$ cat src/rtl/uart_xcvr.sv
// uart_xcvr: UART transmitter and receiver with a first-word fall-through RX FIFO.
// Optional even parity is enabled by defining the macro UART_PARITY_EN; without it
// frames are start + DATA_BITS + stop and perr is tied low.
module uart_xcvr #(
  parameter int BAUD_DIV  = 32,
  parameter int DATA_BITS = 8,
  parameter int FIFO_LOG2 = 4
) (
  input  logic                 clk,
  input  logic                 rst,
  input  logic                 rxd,
  output logic                 txd,
  input  logic [DATA_BITS-1:0] tx_data,
  input  logic                 tx_valid,
  output logic                 tx_ready,
  output logic [DATA_BITS-1:0] rx_data,
  output logic                 rx_valid,
  input  logic                 rx_ready,
  output logic [FIFO_LOG2:0]   rx_count,
  output logic                 ferr,
  output logic                 ovf,
  output logic                 perr,
  input  logic                 clr
);

  localparam logic [15:0]        BIT_LAST  = 16'(BAUD_DIV - 1);
  localparam logic [15:0]        HALF_LAST = 16'(BAUD_DIV / 2 - 1);
  localparam logic [15:0]        CNT_ONE   = 16'd1;
  localparam logic [3:0]         DATA_LAST = 4'(DATA_BITS - 1);
  localparam logic [3:0]         BIT_ONE   = 4'd1;
  localparam logic [FIFO_LOG2:0] PTR_ONE   = {{FIFO_LOG2{1'b0}}, 1'b1};

  typedef enum logic [2:0] {T_IDLE, T_START, T_DATA, T_PARITY, T_STOP} tx_state_t;
  typedef enum logic [2:0] {R_IDLE, R_START, R_DATA, R_PARITY, R_STOP, R_BREAK} rx_state_t;

  // ------------------------------------------------------------------
  // Transmitter
  // ------------------------------------------------------------------
  tx_state_t              tx_state, tx_next;
  logic                   run;
  logic [15:0]            tx_cnt;
  logic [3:0]             tx_bit;
  logic [DATA_BITS-1:0]   tx_shift;
  logic                   tx_tick;
  logic                   tx_accept;
`ifdef UART_PARITY_EN
  logic                   tx_par;
`endif

  assign tx_tick   = (tx_cnt == BIT_LAST);
  assign tx_accept = tx_valid && tx_ready;

  // Holds tx_ready low until the first edge after reset is released
  always_ff @(posedge clk or posedge rst) begin
    if (rst) run <= 1'b0;
    else     run <= 1'b1;
  end

  // Transmitter state register
  always_ff @(posedge clk or posedge rst) begin
    if (rst) tx_state <= T_IDLE;
    else     tx_state <= tx_next;
  end

  // Transmitter next-state: each non-idle state lasts one bit time
  always_comb begin
    tx_next = tx_state;
    case (tx_state)
      T_IDLE:   if (tx_accept) tx_next = T_START;
      T_START:  if (tx_tick) tx_next = T_DATA;
      T_DATA:   if (tx_tick && tx_bit == DATA_LAST) begin
`ifdef UART_PARITY_EN
        tx_next = T_PARITY;
`else
        tx_next = T_STOP;
`endif
      end
      T_PARITY: if (tx_tick) tx_next = T_STOP;
      T_STOP:   if (tx_tick) tx_next = T_IDLE;
      default:  tx_next = T_IDLE;
    endcase
  end

  // Transmitter outputs decoded from state; line idles high
  always_comb begin
    txd      = 1'b1;
    tx_ready = 1'b0;
    case (tx_state)
      T_IDLE:   tx_ready = run;
      T_START:  txd = 1'b0;
      T_DATA:   txd = tx_shift[0];
`ifdef UART_PARITY_EN
      T_PARITY: txd = tx_par;
`else
      T_PARITY: txd = 1'b1;
`endif
      T_STOP:   txd = 1'b1;
      default:  txd = 1'b1;
    endcase
  end

  // Bit-time counter, data shifter and parity capture for the transmitter
  always_ff @(posedge clk or posedge rst) begin
    if (rst) begin
      tx_cnt   <= '0;
      tx_bit   <= '0;
      tx_shift <= '0;
`ifdef UART_PARITY_EN
      tx_par   <= 1'b0;
`endif
    end else begin
      tx_cnt <= (tx_state == T_IDLE || tx_tick) ? '0 : tx_cnt + CNT_ONE;
      if (tx_accept) begin
        tx_shift <= tx_data;
        tx_bit   <= '0;
`ifdef UART_PARITY_EN
        tx_par   <= ^tx_data;
`endif
      end else if (tx_state == T_DATA && tx_tick) begin
        tx_shift <= tx_shift >> 1;
        tx_bit   <= tx_bit + BIT_ONE;
      end
    end
  end

  // ------------------------------------------------------------------
  // Receiver
  // ------------------------------------------------------------------
  rx_state_t              rx_state, rx_next;
  logic [1:0]             rx_sync;
  logic                   rxd_s;
  logic                   rxd_prev;
  logic                   rx_fall;
  logic [15:0]            rx_cnt;
  logic [3:0]             rx_bit;
  logic [DATA_BITS-1:0]   rx_shift;
  logic                   rx_tick;
  logic                   push;
  logic                   frame_err;
`ifdef UART_PARITY_EN
  logic                   par_err;
`endif

  assign rxd_s   = rx_sync[1];
  assign rx_fall = rxd_prev && !rxd_s;
  assign rx_tick = (rx_state == R_START) ? (rx_cnt == HALF_LAST) : (rx_cnt == BIT_LAST);

  // Two-flop synchroniser plus one delayed copy for falling-edge detection
  always_ff @(posedge clk or posedge rst) begin
    if (rst) begin
      rx_sync  <= 2'b11;
      rxd_prev <= 1'b1;
    end else begin
      rx_sync  <= {rx_sync[0], rxd};
      rxd_prev <= rxd_s;
    end
  end

  // Receiver state register
  always_ff @(posedge clk or posedge rst) begin
    if (rst) rx_state <= R_IDLE;
    else     rx_state <= rx_next;
  end

  // Receiver next-state: mid-bit sampling, glitch rejection and break wait
  always_comb begin
    rx_next = rx_state;
    case (rx_state)
      R_IDLE:   if (rx_fall) rx_next = R_START;
      R_START:  if (rx_tick) rx_next = rxd_s ? R_IDLE : R_DATA;
      R_DATA:   if (rx_tick && rx_bit == DATA_LAST) begin
`ifdef UART_PARITY_EN
        rx_next = R_PARITY;
`else
        rx_next = R_STOP;
`endif
      end
      R_PARITY: if (rx_tick) rx_next = R_STOP;
      R_STOP:   if (rx_tick) rx_next = rxd_s ? R_IDLE : R_BREAK;
      R_BREAK:  if (rxd_s) rx_next = R_IDLE;
      default:  rx_next = R_IDLE;
    endcase
  end

  // Receiver event outputs raised on the sampling edge of stop/parity bits
  always_comb begin
    push      = 1'b0;
    frame_err = 1'b0;
`ifdef UART_PARITY_EN
    par_err   = 1'b0;
`endif
    case (rx_state)
`ifdef UART_PARITY_EN
      R_PARITY: par_err = rx_tick && (rxd_s != ^rx_shift);
`endif
      R_STOP: begin
        push      = rx_tick && rxd_s;
        frame_err = rx_tick && !rxd_s;
      end
      default: ;
    endcase
  end

  // Bit-time counter and LSB-first data shifter for the receiver
  always_ff @(posedge clk or posedge rst) begin
    if (rst) begin
      rx_cnt   <= '0;
      rx_bit   <= '0;
      rx_shift <= '0;
    end else begin
      rx_cnt <= (rx_state == R_IDLE || rx_state == R_BREAK || rx_tick) ? '0 : rx_cnt + CNT_ONE;
      if (rx_state == R_START && rx_tick) begin
        rx_bit <= '0;
      end else if (rx_state == R_DATA && rx_tick) begin
        rx_shift <= {rxd_s, rx_shift[DATA_BITS-1:1]};
        rx_bit   <= rx_bit + BIT_ONE;
      end
    end
  end

  // Framing error reported as a registered single-cycle pulse
  always_ff @(posedge clk or posedge rst) begin
    if (rst) ferr <= 1'b0;
    else     ferr <= frame_err;
  end

  // ------------------------------------------------------------------
  // RX FIFO (first-word fall-through, extra pointer MSB for full/empty)
  // ------------------------------------------------------------------
  logic [DATA_BITS-1:0] mem [0:2**FIFO_LOG2-1];
  logic [FIFO_LOG2:0]   wr_ptr, rd_ptr;
  logic                 full;
  logic                 pop;
  logic                 wr_en;
  logic                 overflow;

  assign full     = (wr_ptr[FIFO_LOG2] != rd_ptr[FIFO_LOG2]) &&
                    (wr_ptr[FIFO_LOG2-1:0] == rd_ptr[FIFO_LOG2-1:0]);
  assign rx_valid = (wr_ptr != rd_ptr);
  assign rx_count = wr_ptr - rd_ptr;
  assign rx_data  = mem[rd_ptr[FIFO_LOG2-1:0]];
  assign pop      = rx_valid && rx_ready;
  assign wr_en    = push && (!full || pop);
  assign overflow = push && full && !pop;

  // FIFO pointers; a write into a full FIFO is allowed only alongside a pop
  always_ff @(posedge clk or posedge rst) begin
    if (rst) begin
      wr_ptr <= '0;
      rd_ptr <= '0;
    end else begin
      if (wr_en) wr_ptr <= wr_ptr + PTR_ONE;
      if (pop)   rd_ptr <= rd_ptr + PTR_ONE;
    end
  end

  // FIFO storage, written with the completed receive word
  always_ff @(posedge clk) begin
    if (wr_en) mem[wr_ptr[FIFO_LOG2-1:0]] <= rx_shift;
  end

  // Sticky overflow flag; a new overflow wins over a same-cycle clear
  always_ff @(posedge clk or posedge rst) begin
    if (rst)           ovf <= 1'b0;
    else if (overflow) ovf <= 1'b1;
    else if (clr)      ovf <= 1'b0;
  end

`ifdef UART_PARITY_EN
  // Sticky parity error flag; a new mismatch wins over a same-cycle clear
  always_ff @(posedge clk or posedge rst) begin
    if (rst)          perr <= 1'b0;
    else if (par_err) perr <= 1'b1;
    else if (clr)     perr <= 1'b0;
  end
`else
  assign perr = 1'b0;
`endif

endmodule

$ cat config.mk
export PLATFORM = sky130hd
export DESIGN_NAME = uart_xcvr
export DESIGN_NICKNAME = d
export VERILOG_FILES = /design/src/rtl/uart_xcvr.sv
export SDC_FILE = /design/constraint.sdc
export NUM_CORES = 1
export LEC_CHECK = 0
export ABC_AREA = 1
export CORE_MARGIN = 1.5
export CORE_UTILIZATION = 34
export DETAILED_ROUTE_END_ITERATION = 6
export PLACE_DENSITY = 0.5
export SYNTH_ARGS = -nofsm -noshare
export SYNTH_HDL_FRONTEND = slang
export SYNTH_SLANG_ARGS = --single-unit
$ cat constraint.sdc
create_clock -name clk -period 4.1 [get_ports clk]
set_clock_uncertainty 0.05 [all_clocks]
set_input_delay 0.82 -clock clk [delete_from_list [all_inputs] [get_ports clk]]
set_output_delay 0.82 -clock clk [all_outputs]
set_load 0.1 [all_outputs]
# Yosys cells after proc, flatten, opt, wreduce, memory -nomap -nowiden

Memories as Yosys holds them, arrays and structs flattened.
Cells that the tools add are included.

RAM bits: 128
Input port bits: 14
Word-level logic and storage cells: 113
Flip-flop bits (word level): 78
Output and inout bits: 19
Memories kept: 1

Memories:

| name | words | bits a word | rd ports | clocked after memory_dff | wr ports | RTL line | RTL |
|---|---|---|---|---|---|---|---|
| mem  | 16    | 8           | 1        | 0                        | 1        | 230      | `logic [DATA_BITS-1:0] mem [0:2**FIFO_LOG2-1];` |

Reduce and logical (&&, ||, !) cells: 29
$add $sub $neg: 7
Muxes and demuxes: 32
Eq/ne operators: 28
Bitwise operators: 1

Operators by type and width:

| cell                  | count |
|---|---|
| $mux 3                | 12 |
| $add 16x1->16 const B | 2 |
| $eq 16x5->1 const B   | 2 |
| $mux 16               | 2 |
| $ne 2x2->1 const B    | 11 |
| $pmux 3 s6            | 1 |
| $eq 16x4->1 const B   | 1 |
| $mux 4                | 4 |
| $mux 8                | 2 |
| $pmux 3 s5            | 1 |
| $logic_and 1x1->1     | 14 |
| $eq 3x2->1 const B    | 4 |
| $add 5x1->5 const B   | 2 |
| $eq 3x3->1 const B    | 3 |
| $add 4x1->4 const B   | 2 |
| $eq 4x3->1 const B    | 2 |
| $mux 1                | 8 |
| $eq 3x1->1 const B    | 2 |
| $logic_not 3->1       | 2 |
| $reduce_and 6->1      | 1 |
| $reduce_bool 2->1     | 3 |
| $ne 5x5->1            | 1 |
| $reduce_and 5->1      | 1 |
| $sub 5x5->5           | 1 |
| 8 further kinds       | 13 |

# Longest topological paths before layout

Gate-level depths: netlist (run 1).

Depth in word-level cells: 7
Depth in mapped cells: 11
Depth with buffers taken out: 10

# Worst setup path after synthesis (run 1)

Ideal clock, no wire load.

Kind: register to output
Start point: reg wr_ptr[0]
End point: out rx_count[4]
Cell stages (with the launch flop): 6
Required time: 3.230 ns
Path slack: 0.500 ns
Data arrival time: 2.730 ns
Path buffers: 0
Cells stage by stage: dfrtp_1 > inv_1 > ha_1 > fa_1 > o21ai_0 > xor2_1

Cells in the longest elaborated chain, start to end: 1

Ends and longest elaborated chain:

| element                | RTL line | RTL |
|---|---|---|
| start, declared        | 231      | `logic [FIFO_LOG2:0] wr_ptr, rd_ptr;` |
| start signal, assigned | 252      | `if (wr_en) wr_ptr <= wr_ptr + PTR_ONE;` |
| $sub 5x5->5            | 240      | `assign rx_count = wr_ptr - rd_ptr;` |
| end, declared          | 19       | `output logic [FIFO_LOG2:0] rx_count,` |

No other way between the ends.

# Final worst setup path (run 1)

Start point: reg rd_ptr[1]
End point: out rx_data[2]

Cells in the longest elaborated chain, start to end: 1

Ends and longest elaborated chain:

| element                | RTL line | RTL |
|---|---|---|
| start, declared        | 231      |  |
| start signal, assigned | 253      | `if (pop) rd_ptr <= rd_ptr + PTR_ONE;` |
| $mem_v2 16x8           | -        |  |
| end, declared          | 16       | `output logic [DATA_BITS-1:0] rx_data,` |

No other way between the ends.

==> results.ini, run 1 <==
[outcome]
status = finished, final reports clean

[grt]
grt_first_pass_wirelength_microns = 34330
grt.overflow.total = 0
grt_max_degree = 47
grt_pass1_vias = 6193
antenna_found_initial = 0
grt_util_all_layers_pct = 15.41

[timing]
post-route-period-util_pct = 83.56
timing.max_slew.rel_slack_pct = 34.04
rsz0062_at_grt = false
worst_pin_slew_ps = 986.3
finalSetupViolCount = 0
drv_slew = 0
fin_setup_tns_ps = 0
holdWs_ps = 307.7
period_minus_slack_ps = 3426
max_freq_mhz = 291.9
finalHoldViolCount = 0

[drt]
ant_nets = 0
drc = 0
dr.pass1.iters = 5
drt_wl_total_microns = 21230
vias = 6298
wl_per_cell_microns = 16.21
vias_per_cell = 4.808
drt-initial-drc-count = 381

[power_and_ir_drop]
seq_power_share_pct = 33.1
combinationalPowerShare_pct = 39.5
power_density_mw_per_mm2 = 672.7
p_leak_nw = 4.343
max-vdd-ir-drop_v = 0.0005793
power.internal_mw = 4.273
switching_share_pct = 40.96
p_switching_mw = 2.965
p_clk_share_pct = 27.4

[worst_setup_path]
start_kind = flip-flop
crit_slowest_cell = buf_4
reg2reg_depth = 9
regToRegSetupSlack_ps = 1200
path_cells = buf_4 > nor2_1 > o21ai_0 > o21ai_0 > o211ai_1 > nand3_1 > buf_12
cp_max_fo = 46
cp-end-kind = output port
slowest_delay_ps = 440
worstSetupPathType = flip-flop to output port
path_common_cell = o21ai_0
required_ps = 3230
cp.arrival_ps = 2560

[final_layout]
fillers = 2631
syn_to_final_growth_pct = 15.98
regArea_sq_mm = 0.005801
nets = 979
drive_above_1_share_pct = 11.04
n_antenna_cell = 0
multi_input_area_sq_mm = 0.003013
post-route-util_pct = 40.03

[clock_tree]
clk_path_buf_depth = 3
postCtsHoldBufs = 0
cts_resized = 0
cts_tree = yes
cts_inserted_buffers = 24
cts_root_buf = clkbuf_16
htreeDepth = 1
clock_latency_ps = 520
path_clk_slew_ps = 60
cts_num_sinks = 206
post-cts-setup-buffer-count = 0

[logic_synthesis]
synth_edf_count = 128
syn_inst = 909
syn_nets = 937
yosys.area_share.simple_pct = 19.18
synth_fa_ha_area_share_pct = 1.969
synth_top_family_by_area = simple AND/OR/NAND/NOR gates
avgSynthCellArea_sq_um = 10.21
synth_top_area_cell = edfxtp_1
seq_area_frac_synth_pct = 62.52
postSynth.asyncResetShare_pct = 37.86
synthXorXnorAreaFrac_pct = 1.511
netlist.area_leader.share_pct = 41.44
ys_types = 45
synthTopCellsByArea = edfxtp_1 41%, dfrtp_1 20%, nor2_1 6.4%, nand2_1 5.9%, o21ai_0 5.2%
syn_area_sq_mm = 0.009276
ys.flop_type = edfxtp_1
synth-compound-area-share_pct = 9.738
ys_seq_elements = 206
ys_warn_count = 0
yosys-mux-area-fraction_pct = 0

[die]
start_util_pct = 34.52
io_pins = 33
core_region_area_sq_mm = 0.02688
die_area_sq_mm = 0.02828
die_w_microns = 168.2
num_rows = 60
die_h_microns = 168.2

[place]
io_buffer_count = 31
dpl.hpwl_microns = 13630
place.gp.congestion = 0.7857

[worst_hold_path]
holdPathStages = 0
hold_path_class = flip-flop to flip-flop

[run]
maxCapViolations = 0

==> worst max-delay path, delay by kind of cell, from the launching register on <==
kind | cells | cell delay [ps]
buffers and inverters | 2 | 660
DFF | 1 | 430
AOI/OAI and AO/OA | 3 | 610
and+or+nand+nor | 2 | 300
==> per-stage QoR <==
stage	worst slack, ps	instances	cell area [sq um]	total power, mW
2_1_floorplan	499.8	909	9276	4.510
3_5_place_dp	1035	1266	10030	5.312
3_3_place_gp	1092	1266	10030	5.312
4_1_cts	676.2	1310	10760	7.313
5_1_grt	565.5	1310	10760	7.623
6_report	674.1	1310	10760	7.238
==> power by group through the flow <==
stage / clock, mW / sequential [mW] / combinational [mW]
2_1_floorplan: 0 / 2.42 / 2.09
3_5_place_dp: 0 / 2.44 / 2.87
5_1_grt: 2.12 / 2.41 / 3.09
6_report: 1.98 / 2.40 / 2.86
4_1_cts: 2.03 / 2.40 / 2.88
3_3_place_gp: 0 / 2.44 / 2.88
==> placed cells by master, fill, tap and decap left out, types with 2 or more instances in the layout <==
master             n
nor2_1           159
nand2_1          147
edfxtp_1         128
o21ai_0           97
dfrtp_1           74
inv_1             71
nand3_1           33
clkbuf_16         24
buf_4             22
a21oi_1           18
o22ai_1           17
clkdlybuf4s50_1   17
o211ai_1          14
nor3_1            13
ha_1              13
o21ai_1           12
xor2_1            11
clkbuf_1          10
buf_12             8
nand4_1            6
nor2_2             6
inv_2              6
nand2_2            6
nor2_4             6
nand3_2            6
xnor2_1            5
clkinv_1           5
nand2_4            4
clkinv_2           3
dfstp_2            3
o221ai_1           2
o21ai_2            2
conb_1             2
==> final timing paths <==
| check | from | endpoint |
|---|---|---|
| setup / recovery | rd_ptr[1]$_DFFE_PP0P_ | rx_data[2] |
| setup reg to reg | rd_ptr[3]$_DFFE_PP0P_ | mem[5][0]$_DFFE_PP_ |
| hold reg to reg | rx_sync[0]$_DFF_PP1_ | rx_sync[1]$_DFF_PP1_ |
| max in group asynchronous | rst | tx_cnt[5]$_DFF_PP0_ |
| min in group asynchronous | rst | rd_ptr[2]$_DFFE_PP0P_ |
| hold / removal | rx_sync[0]$_DFF_PP1_ | rx_sync[1]$_DFF_PP1_ |
==> cells by family (layout without fill, tap and decap cells) <==
kind of cell | count (synthesis) | count (layout)
fa+ha+maj | 14 | 14
flops | 206 | 206
xor+xnor | 16 | 16
simple gates | 396 | 396
other cells | 2 | 2
compound gates | 165 | 165
buf+inv | 110 | 170
==> metal layers <==
layer,wire (microns),GRT usage [%]
met4,373,3.960
met3,983,2.515
met2,9488,24.06
met5,0,0
met1,10380,22.35
==> sequential cells by signal (all words and copies together), names as in the netlist, 2 cells and up <==
name / cells
mem: 128
rd_ptr: 5
rx_bit: 4
rx_cnt: 16
rx_shift: 8
rx_state: 3
rx_sync: 2
tx_bit: 4
tx_cnt: 16
tx_shift: 8
tx_state: 3
wr_ptr: 5
==> final cells by class <==
class,count,share of cell area [%]
repair buffers,47,4.605
flip-flops and latches,206,53.91
multi-input cells,593,28.00
well taps,341,3.966
clock buffers,34,5.931
inverters,79,2.768
clock inverters,10,0.8140
==> Yosys cell counts, types with 8 or more instances <==
| master | count |
|---|---|
| nor2_1 | 159 |
| nand2_1 | 147 |
| edfxtp_1 | 128 |
| o21ai_0 | 97 |
| dfrtp_1 | 75 |
| inv_1 | 72 |
| nand3_1 | 33 |
| a21oi_1 | 18 |
| o22ai_1 | 17 |
| clkbuf_1 | 15 |
| o211ai_1 | 14 |
| ha_1 | 13 |
| nor3_1 | 13 |
| o21ai_1 | 12 |
| xor2_1 | 11 |
| buf_2 | 8 |
Note: power is estimated with default switching activity, not from simulation.
==> run 2, diff against run 1 <==
- clock period: 4.1 -> 3.3 ns (I/O delays scaled with it)
==> run 2 against run 1 <==
  * Sequential power is 25% higher
  * Global-route usage shrank 0.26 points
  * Via count rose by 0.95%
  * Core utilization grew 1.1 points
  * Combinational power rose by 33%
  * Hold slack better by 8.7 ps
  * Cell area increased by 2.7%
==> results.ini, run 2 (synthesis gave the netlist of run 1 again) <==
[grt]
grt_util_all_layers_pct = 15.15
grt_pass1_vias = 6156
antenna_found_initial = 0
grt_first_pass_wirelength_microns = 33590
grt_max_degree = 46
grt.overflow.total = 0

[clock_tree]
clock_latency_ps = 520
htreeDepth = 1
clk_path_buf_depth = 3
cts_root_buf = clkbuf_16
cts_num_sinks = 206
cts_tree = yes
postCtsHoldBufs = 0
cts_inserted_buffers = 24
path_clk_slew_ps = 60

[worst_setup_path]
required_ps = 2590
reg2reg_depth = 11
r2r-end = mem[9][4]$_DFFE_PP_
cp_max_fo = 45
worstSetupPathType = flip-flop to output port
crit_slowest_cell = dfrtp_4
path_cells = buf_12 > nor2_1 > nor2_1 > o21ai_0 > o21ai_0 > o211ai_1 > nand3_1 > buf_12
cp.buffers_inverters = 2
crit_family = compound AO/OA/AOI/OAI gates
cp-end-kind = output port
regToRegSetupSlack_ps = 720
cp.arrival_ps = 2420
slowest_delay_ps = 540
reg2reg_from = rd_ptr[1]$_DFFE_PP0P_
start_kind = flip-flop

[place]
place_ws_ps = 484.5
place.gp.congestion = 0.7729
dpl.hpwl_microns = 13600
io_buffer_count = 31

[timing]
worst_pin_slew_ps = 733.4
fin_ws_ps = 166.7
rsz0062_at_grt = false
post-route-period-util_pct = 94.95
finalHoldViolCount = 0
period_minus_slack_ps = 3133
finalSetupViolCount = 0
drv_slew = 0
timing.max_slew.rel_slack_pct = 51.11
fin_setup_tns_ps = 0
max_freq_mhz = 319.1

[final_layout]
largest_register_ffs = 128
syn_to_final_growth_pct = 19.07
layout_common_cells = 159 x nor2_1, 147 x nand2_1, 128 x edfxtp_1
fillers = 2591
n_antenna_cell = 0
nets = 991
drive_above_1_share_pct = 13.56
layout.cells.most_common = nor2_1

[die]
core_region_area_sq_mm = 0.02688
die_area_sq_mm = 0.02828
io_pins = 33
die_w_microns = 168.2
die_h_microns = 168.2
num_rows = 60
start_util_pct = 34.52

[drt]
ant_nets = 0
vias = 6358
drt-initial-drc-count = 472
drc = 0
dr.pass1.iters = 5
vias_per_cell = 4.809
drt_wl_total_microns = 20940
wl_per_cell_microns = 15.84

[worst_hold_path]
hold_path_startpoint = rx_sync[1]$_DFF_PP1_
holdPathStages = 0
min_to = rxd_prev$_DFF_PP1_
hold_path_class = flip-flop to flip-flop

[power_and_ir_drop]
p_clk_share_pct = 27.8
combinationalPowerShare_pct = 40.4
p_switching_mw = 3.729
seq_power_share_pct = 31.9
p_leak_nw = 4.438
power_density_mw_per_mm2 = 849.5
switching_share_pct = 39.74
max-vdd-ir-drop_v = 0.0004644
p_total_mw = 9.384
power.internal_mw = 5.655

[outcome]
status = finished, final reports clean

[run]
maxCapViolations = 0

run 2: per-stage QoR:
stage          cell area (sq um)  hold slack [ps]  util (%)  instances
6_report                   11050            316.4     41.10       1322
5_1_grt                    11050            324.6     41.10       1322
4_1_cts                    11020            318.4     41.01       1320
3_5_place_dp               10230            309.7     38.08       1276
3_3_place_gp               10230            306.1     38.08       1276
2_1_floorplan               9299            295.2         -        909
run 2: power by group through the flow:
stage          clock (mW)  sequential, mW  combinational (mW)
2_1_floorplan           0            3.01                2.62
3_3_place_gp            0            3.05                3.75
3_5_place_dp            0            3.06                3.77
4_1_cts              2.69            3.01                3.78
5_1_grt              2.79            3.01                4.09
6_report             2.60            2.99                3.79
run 2: worst max path at each step:
stage                                from           to  slack (ps)  depth (start not counted)
floorplan           wr_ptr[0]$_DFFE_PP0P_  rx_count[4]         280                          5
global placement    rd_ptr[0]$_DFFE_PP0P_   rx_data[5]         500                          7
detailed placement  rd_ptr[0]$_DFFE_PP0P_   rx_data[5]         480                          7
CTS                 rd_ptr[0]$_DFFE_PP0P_  rx_count[4]         0.5                          5
global route        rd_ptr[0]$_DFFE_PP0P_   rx_data[2]          30                          8
finish              rd_ptr[0]$_DFFE_PP0P_   rx_data[2]         170                          8
run 2: what timing repair did:
action                     4_1_cts  5_1_grt
pin swaps                        0        1
gates resized for setup          2        2
setup buffers                    0        2
setup endpoints to repair        8        7
run 2: layout make-up:
type                            count  area, sq um  area share (%)
Tap cell                          341        426.7           3.863
Sequential cell                   206         5803           52.54
Clock buffer                       33        664.4           6.015
Inverter                           79        300.3           2.719
Multi-Input combinational cell    593         3040           27.53
Timing Repair Buffer               59        691.9           6.264
Clock inverter                     11        118.9           1.076
run 2: metal layers:
metal  wire, microns  global-route usage [%]  vias to the layer above
met1           10030                   21.03                     3047
met5               0                       0                        -
met2            9547                   24.26                      105
met4             510                   4.387                        0
li1                -                       -                     3172
met3             856                   2.844                       34
run 2: worst register-to-register path, cell delays in order, from the launching register on:
cell and delay [ps]:
dfrtp_1 370, buf_4 200, inv_1 230, ha_1 280, nand2_1 80, nor2_1 50
nand2_1 230, inv_2 110, nor2_8 230, nand2_4 120, nor2_1 130, buf_4 210
